**src/rtl/regfile_writeback_queue.sv**
```systemverilog
// In-order write-back queue feeding the register file write port, with a
// pending-write scoreboard and youngest-value forwarding for two read ports.
//
// occupancy   | meaning
// ------------|-----------------------------------------------
// OCC_EMPTY   | count == 0: accepting, nothing to retire
// OCC_PARTIAL | 0 < count < DEPTH: accept and/or retire
// OCC_FULL    | count == DEPTH: not accepting, retire only
module regfile_writeback_queue #(
    parameter int DEPTH = 4
) (
    input  logic        clk,
    input  logic        reset,
    input  logic        wb_valid,
    input  logic [3:0]  wb_rd,
    input  logic [31:0] wb_data,
    output logic        wb_ready,
    input  logic        wb_hold,
    output logic [3:0]  Rd,
    output logic [31:0] write_value,
    output logic        regwrite,
    input  logic [3:0]  Rs,
    input  logic [3:0]  Rt,
    output logic        rs_pending,
    output logic        rt_pending,
    output logic [31:0] rs_fwd_data,
    output logic [31:0] rt_fwd_data,
    output logic        wb_empty
);
    localparam int PTR_W = $clog2(DEPTH);
    localparam int CNT_W = PTR_W + 1;

    typedef enum logic [1:0] {
        OCC_EMPTY,
        OCC_PARTIAL,
        OCC_FULL
    } occ_t;

    occ_t             occ;
    logic [3:0]       mem_rd   [DEPTH];
    logic [31:0]      mem_data [DEPTH];
    logic [PTR_W-1:0] wr_ptr;
    logic [PTR_W-1:0] rd_ptr;
    logic [CNT_W-1:0] count;
    logic             push;
    logic             pop;
    logic [32:0]      rs_hit;
    logic [32:0]      rt_hit;

    always_comb begin
        occ = OCC_PARTIAL;
        if (count == '0)
            occ = OCC_EMPTY;
        else if (count == CNT_W'(DEPTH))
            occ = OCC_FULL;
    end

    assign wb_ready = (occ != OCC_FULL);
    assign wb_empty = (occ == OCC_EMPTY) && !regwrite;
    // Writes to r0 complete the handshake but are dropped here.
    assign push     = wb_valid && wb_ready && (wb_rd != 4'd0);
    assign pop      = (occ != OCC_EMPTY) && !wb_hold;

    always_ff @(posedge clk) begin
        if (push) begin
            mem_rd[wr_ptr]   <= wb_rd;
            mem_data[wr_ptr] <= wb_data;
        end
    end

    always_ff @(posedge clk or negedge reset) begin
        if (!reset) begin
            wr_ptr      <= '0;
            rd_ptr      <= '0;
            count       <= '0;
            regwrite    <= 1'b0;
            Rd          <= 4'd0;
            write_value <= 32'd0;
        end else begin
            if (push)
                wr_ptr <= wr_ptr + 1'b1;
            if (pop) begin
                rd_ptr      <= rd_ptr + 1'b1;
                Rd          <= mem_rd[rd_ptr];
                write_value <= mem_data[rd_ptr];
                regwrite    <= 1'b1;
            end else begin
                regwrite    <= 1'b0;
            end
            case ({push, pop})
                2'b10:   count <= count + 1'b1;
                2'b01:   count <= count - 1'b1;
                default: count <= count;
            endcase
        end
    end

    // Walk oldest to youngest so the newest matching entry wins; the
    // output stage is older than every queued entry.
    function automatic logic [32:0] lookup(input logic [3:0] addr);
        logic [32:0]      r;
        logic [PTR_W-1:0] idx;
        r = '0;
        if (addr != 4'd0) begin
            if (regwrite && (Rd == addr))
                r = {1'b1, write_value};
            for (int i = 0; i < DEPTH; i++) begin
                idx = rd_ptr + PTR_W'(i);
                if ((CNT_W'(i) < count) && (mem_rd[idx] == addr))
                    r = {1'b1, mem_data[idx]};
            end
        end
        return r;
    endfunction

    always_comb begin
        rs_hit = lookup(Rs);
        rt_hit = lookup(Rt);
    end

    assign rs_pending  = rs_hit[32];
    assign rs_fwd_data = rs_hit[31:0];
    assign rt_pending  = rt_hit[32];
    assign rt_fwd_data = rt_hit[31:0];

endmodule

```
**config.mk**
```make
export PLATFORM = sky130hd
export DESIGN_NAME = regfile_writeback_queue
export DESIGN_NICKNAME = d
export VERILOG_FILES = /design/src/rtl/regfile_writeback_queue.sv
export SDC_FILE = /design/constraint.sdc
export NUM_CORES = 1
export LEC_CHECK = 0
export ABC_AREA = 1
export CAP_MARGIN = 20
export CELL_PAD_IN_SITES_DETAIL_PLACEMENT = 0
export CELL_PAD_IN_SITES_GLOBAL_PLACEMENT = 2
export CORE_ASPECT_RATIO = 2
export CORE_MARGIN = 2
export CORE_UTILIZATION = 32
export DETAILED_ROUTE_END_ITERATION = 16
export PLACE_DENSITY = 0.9
export RECOVER_POWER = 50
export SYNTH_ARGS = -nofsm -noshare
export SYNTH_HDL_FRONTEND = slang
export SYNTH_SLANG_ARGS = --single-unit
export TNS_END_PERCENT = 10
```
**constraint.sdc**
```tcl
create_clock -name clk -period 3.85 [get_ports clk]
set_input_delay 1.155 -clock clk [delete_from_list [all_inputs] [get_ports clk]]
set_output_delay 1.155 -clock clk [all_outputs]
set_load 0.05 [all_outputs]
```
Word-level counts from Yosys, hierarchy flattened
Memories as Yosys holds them, arrays and structs flattened.
Index checks and enable logic that the tools add are counted.
{"block": "word_totals", "reg_bits": 44, "n_memories": 2, "ram_bits": 144, "inputBits": 48, "output_inout_bits": 105, "word_cells": 73, "latch_bits": 0, "romBits": 0}
{"block": "classes", "multipliers": 0, "n_lt_le_gt_ge": 4, "shifts": 0, "eq_ne": 14, "n_addsub": 6, "bitwise": 0, "reduce_logical": 23, "n_mux": 18, "div_mod_pow": 0}
{"memory": "mem_data", "words": 4, "word_bits": 32, "read_ports": 4, "rd_ports_with_merged_regs": 0, "wr": 1, "line": "41", "text": "logic [31:0] mem_data [DEPTH];"}
{"memory": "mem_rd", "words": 4, "word_bits": 4, "read_ports": 4, "rd_ports_with_merged_regs": 0, "wr": 1, "line": "40", "text": "logic [3:0] mem_rd [DEPTH];"}
{"op": "$mux W33", "count": 12}
{"op": "$eq A4 B4 Y1", "count": 10}
{"op": "$logic_and A1 B1 Y1", "count": 14}
{"op": "$reduce_bool A4 Y1", "count": 3}
{"op": "$lt A1 B3 Y1 const A", "count": 2}
{"op": "$lt A2 B3 Y1 const A", "count": 2}
{"op": "$pmux W3 S2", "count": 1}
{"op": "$add A2 B1 Y2 const B", "count": 2}
{"op": "$add A2 B2 Y2 const B", "count": 2}
{"op": "$mux W2", "count": 2}
{"op": "$reduce_bool A2 Y1", "count": 2}
{"op": "$add A3 B1 Y3 const B", "count": 1}
{"op": "$eq A3 B3 Y1 const B", "count": 1}
{"op": "$logic_not A3 Y1", "count": 1}
{"op": "$mux W1", "count": 3}
{"op": "$sub A3 B1 Y3 const B", "count": 1}
{"op": "$eq A2 B1 Y1 const B", "count": 1}
{"op": "$eq A2 B2 Y1 const B", "count": 1}
{"op": "$logic_not A1 Y1", "count": 2}
{"op": "$logic_not A2 Y1", "count": 1}
{"op": "$ne A2 B2 Y1 const B", "count": 1}

Depth between registers and ports, before layout
{"block": "depth", "word_depth": 8, "ltp_mapped": 18}

Least setup slack after synthesis
Ideal clock, no wire load.
{"block": "synth_path", "path_type": "input port to output port", "startpoint": "input port Rs[2]", "endpoint": "output port rs_fwd_data[19]", "stages": 10, "arrival_ps": 3114, "path_slack_ps": -419, "required_ps": 2695, "path_cell_list": "clkbuf_1 -> xnor2_1 -> and3_1 -> nand3_1 -> clkbuf_1 -> nor2_1 -> nand2_1 -> nand3_1 -> nand3_1 -> a21oi_1"}
{"block": "synth_between", "elab_chain_cells": 8, "word_cells_on_any_way": 17, "classes_between": "5 x eq/ne; 6 x mux; 6 x reduce/logical"}
{"element": "start, declared", "line": "22", "text": "input logic [3:0] Rs,"}
{"element": "$eq A4 B4 Y1", "line": "105", "text": "if (regwrite && (Rd == addr))"}
{"element": "$logic_and A1 B1 Y1", "line": "105"}
{"element": "$mux W33", "line": "105"}
{"element": "$mux W33 (4 in a row)", "line": "109", "text": "if ((CNT_W'(i) < count) && (mem_rd[idx] == addr))"}
{"element": "$mux W33 (*)", "line": "104", "text": "if (addr != 4'd0) begin"}
{"element": "end, declared", "line": "26", "text": "output logic [31:0] rs_fwd_data,"}
Every way passes the cells marked *; elsewhere a longest branch is shown, timed or not.

Worst setup path after layout
{"block": "layout_path", "startpoint": "register rd_ptr[0]", "endpoint": "output port rs_fwd_data[1]"}
{"block": "layout_between", "elab_chain_cells": 8, "word_cells_on_any_way": 18, "classes_between": "3 x add/sub; 4 x eq/ne; 5 x mux; 4 x reduce/logical; 2 x memory"}
{"element": "start, declared", "line": "43", "text": "logic [PTR_W-1:0] rd_ptr;"}
{"element": "start signal, assigned", "line": "83", "text": "rd_ptr <= rd_ptr + 1'b1;"}
{"element": "$add A2 B1 Y2 / $mem_v2 Z4 W4 (equally long branches)"}
{"element": "$mem_v2 Z4 W4 / $eq A4 B4 Y1 (equally long branches)"}
{"element": "$eq A4 B4 Y1 / $logic_and A1 B1 Y1 (equally long branches)", "line": "109"}
{"element": "$logic_and A1 B1 Y1 / $mux W33 (equally long branches)", "line": "109"}
{"element": "$mux W33 (2 in a row)", "line": "109"}
{"element": "$mux W33 (*)", "line": "109"}
{"element": "$mux W33 (*)", "line": "104"}
Marks and branches as above.

==> metrics.txt <==
status finished with violations; failing checks capacitance limit, slew limit, setup timing; WP data required between 2 and 3 ns; vias between 15000 and 20000; CP max-delay cell dfrtp_4; maximum clock rate between 200 and 250 MHz; clk root buf clkbuf_16; Worst Max-Slew Pin Slew 1.87 ns; Ys Warns 0; hold_sp count[1]; global-route wire length before repair 94000 um; CP max stage delay between 0.5 and 0.6 ns; Final Setup Violations 66; register area share after synthesis 0.386; Setup CP Type reg2out; slack of the critical path -0.283 ns; syn nets 2146; max-cap viol count 1; Netlist cell types 38; Avg WL per Cell between 20 and 25 um; Hold Vio Cnt, Final 0; worst reg2reg setup slack 1.09 ns; worst hold stages 2; initial antenna violation count 5; vias per std cell approximately 5.3; mean post-synth cell area slightly below 7 um^2; share of cells above drive strength 1 0.248; die height approximately 300 um; cell area after synthesis about 0.014 mm^2; clock period minus final worst setup slack ~4.1 ns; Core Util, Final 0.470; cells after synthesis 2089; path depth of the worst reg2reg path 5; core area about 0.043 mm^2; Starting Density 0.324; Diodes inserted 0; Row Count around 110; io pins 153; All-Layer GR Usage 0.282; Port Buffers roughly 150; CTS buffer count 17; clock sinks around 190; relative slew slack -0.244; HP Class reg2reg; Iteration-0 DRC Markers 1119; vias in the first global route ~15000; CP dominant cell by count nand2_1; number of remaining DRC errors 0; CP max FO 10; final slew viol count 35; Yosys reg bits approximately 190; WHS Endpoint count[1]; Startpoint Class flop; WP data arrival between 2 and 3 ns; crit-path cells inv_6 -> o21ai_1 -> nand2_1 -> nand2_4 -> inv_2 -> nand2_1 -> nand2_2 -> nor2_2 -> nand2_1 -> nor2b_4 -> buf_12 -> clkbuf_16 -> nor2_1 -> a21oi_2 -> buf_6; die area between 0.04 and 0.05 mm^2; RSZ-0062 raised after global routing yes; Setup crit end kind primary output; Overflow after GRT 0; Reg-to-Reg Start count[0]; Nets 2403; Critical path origin rd_ptr[0]; Reg clk slew, reported paths approximately 0.080 ns; TritonCTS clock tree yes; detailed-route wire length about 68000 um; GPL Wtd Cong between 1 and 1.5; Syn-to-layout area delta 45.1%; worst-skew pair later-pin latency 0.47 ns; largest net degree at the start of global routing ~110; DP Wirelength approximately 49000 um; Die Width approximately 150 um; Final period util 1.07; drt first pass iters 7; H-tree depth 4; skew final 0.0151 ns; hold_buf cts 0; clk buf depth 2; capture point of the worst reg-to-reg path write_value[3]; Routed Antenna Nets 0
[cells in the mapped netlist, drive strengths merged]
cell    number  area [um^2]
a21oi       69          345
o211ai       1         7.51
or4          1         7.51
and2         1         6.26
clkinv      28          105
o21ai      312         1570
a21boi       1         7.51
buf         85          534
xnor2        3         26.3
nor4         2         12.5
nor2       219          852
nand3b      30          225
dfrtp       44         1100
o22ai        3         18.8
nand4       38          238
nand2      650         2480
clkbuf      62          233
nand3      169          846
and3         1         6.26
or2         29          181
nor2b        1         6.26
ha           9          113
xor2        16          155
inv        171          647
edfxtp     144         4320
[layout by cell type (no fill, tap or decap), types with 5 or more instances in the layout]
| master | count |
|---|---|
| a21oi_2 | 48 |
| a21oi_4 | 19 |
| buf_12 | 72 |
| buf_16 | 6 |
| buf_4 | 145 |
| buf_6 | 51 |
| buf_8 | 7 |
| clkbuf_16 | 30 |
| clkdlybuf4s50_1 | 40 |
| clkinv_1 | 28 |
| dfrtp_1 | 43 |
| dlygate4sd3_1 | 37 |
| edfxtp_1 | 144 |
| ha_1 | 9 |
| inv_1 | 160 |
| inv_2 | 7 |
| inv_6 | 6 |
| inv_8 | 7 |
| nand2_1 | 588 |
| nand2_2 | 40 |
| nand2_4 | 20 |
| nand3_1 | 99 |
| nand3_2 | 57 |
| nand3_4 | 13 |
| nand3b_1 | 30 |
| nand4_1 | 38 |
| nor2_1 | 193 |
| nor2_2 | 15 |
| nor2_4 | 11 |
| o21ai_0 | 260 |
| o21ai_1 | 45 |
| o21ai_2 | 5 |
| or2_0 | 25 |
| xor2_1 | 13 |
[cell type report]
class,instances,area [um^2]
fillers,4314,23000
multi-input cells,1556,8350
flip-flops and latches,188,5430
repair buffers,382,4550
inverters,199,769
well taps,550,688
clock buffers,18,429
clock inverters,14,140
repair inverters,2,15.0
[repair_timing]
item,in CTS,in global routing
endpoints found under the setup margin,66,66
resized for setup,186,144
gates cloned,8,15
setup buffers,22,10
pin swaps,45,73
[worst max path at each step]
stage	end	cells past startpoint	slack, ns
floorplan	rt_pending	10	-0.20
global placement	rs_fwd_data[8]	12	-0.76
detailed placement	rs_fwd_data[8]	12	-0.74
CTS	rs_fwd_data[23]	14	-0.26
global route	rs_fwd_data[1]	15	-0.38
finish	rs_fwd_data[1]	15	-0.28
[registers in the layout, indices dropped and copies added (netlist names)]
signal	count
Rd	4
count	3
mem_data	128
mem_rd	16
rd_ptr	2
regwrite	1
wr_ptr	2
write_value	32
[stage by stage]
step	cell area, um^2	instances	setup TNS [ns]	hold slack, ns	setup WS [ns]
6_report	20400	2909	-14.57	0.525	-0.283
5_1_grt	20400	2909	-22.28	0.569	-0.376
4_1_cts	19400	2885	-13.57	0.531	-0.262
3_5_place_dp	17800	2824	-37.51	0.512	-0.735
3_3_place_gp	17800	2824	-38.19	0.504	-0.760
2_1_floorplan	14300	2089	-3.53	0.475	-0.200
[worst max-delay path, delay by kind of cell (launching register included)]
kind | cells | cell delay, ns
AO/OA/AOI/OAI | 2 | 0.39
flip-flops | 1 | 0.57
AND/OR/NAND/NOR | 8 | 0.85
buffers and inverters | 5 | 0.67
[cell families (layout without fill, tap and decap cells)]
family	count (synthesis)	in the layout	share of synthesized area
adder cells (fa/ha/maj)	9	9	0.00802
buffers and inverters	346	615	0.108
AND/OR/NAND/NOR	1141	1142	0.346
XOR/XNOR	19	19	0.0129
AO/OA/AOI/OAI	386	386	0.138
flip-flops	188	188	0.386
[metal layers]
layer | vias to the layer above | share of wire | routed length (um) | GRT usage
li1 | 7305 | - | - | -
met1 | 7306 | 0.30 | 20500 | 0.250
met2 | 647 | 0.53 | 35900 | 0.532
met3 | 262 | 0.051 | 3460 | 0.0389
met4 | 0 | 0.12 | 7910 | 0.275
met5 | - | 0 | 0 | 0
Power is not shown: default switching activity piles up to over one toggle a cycle in this logic, so the estimate is an artifact.
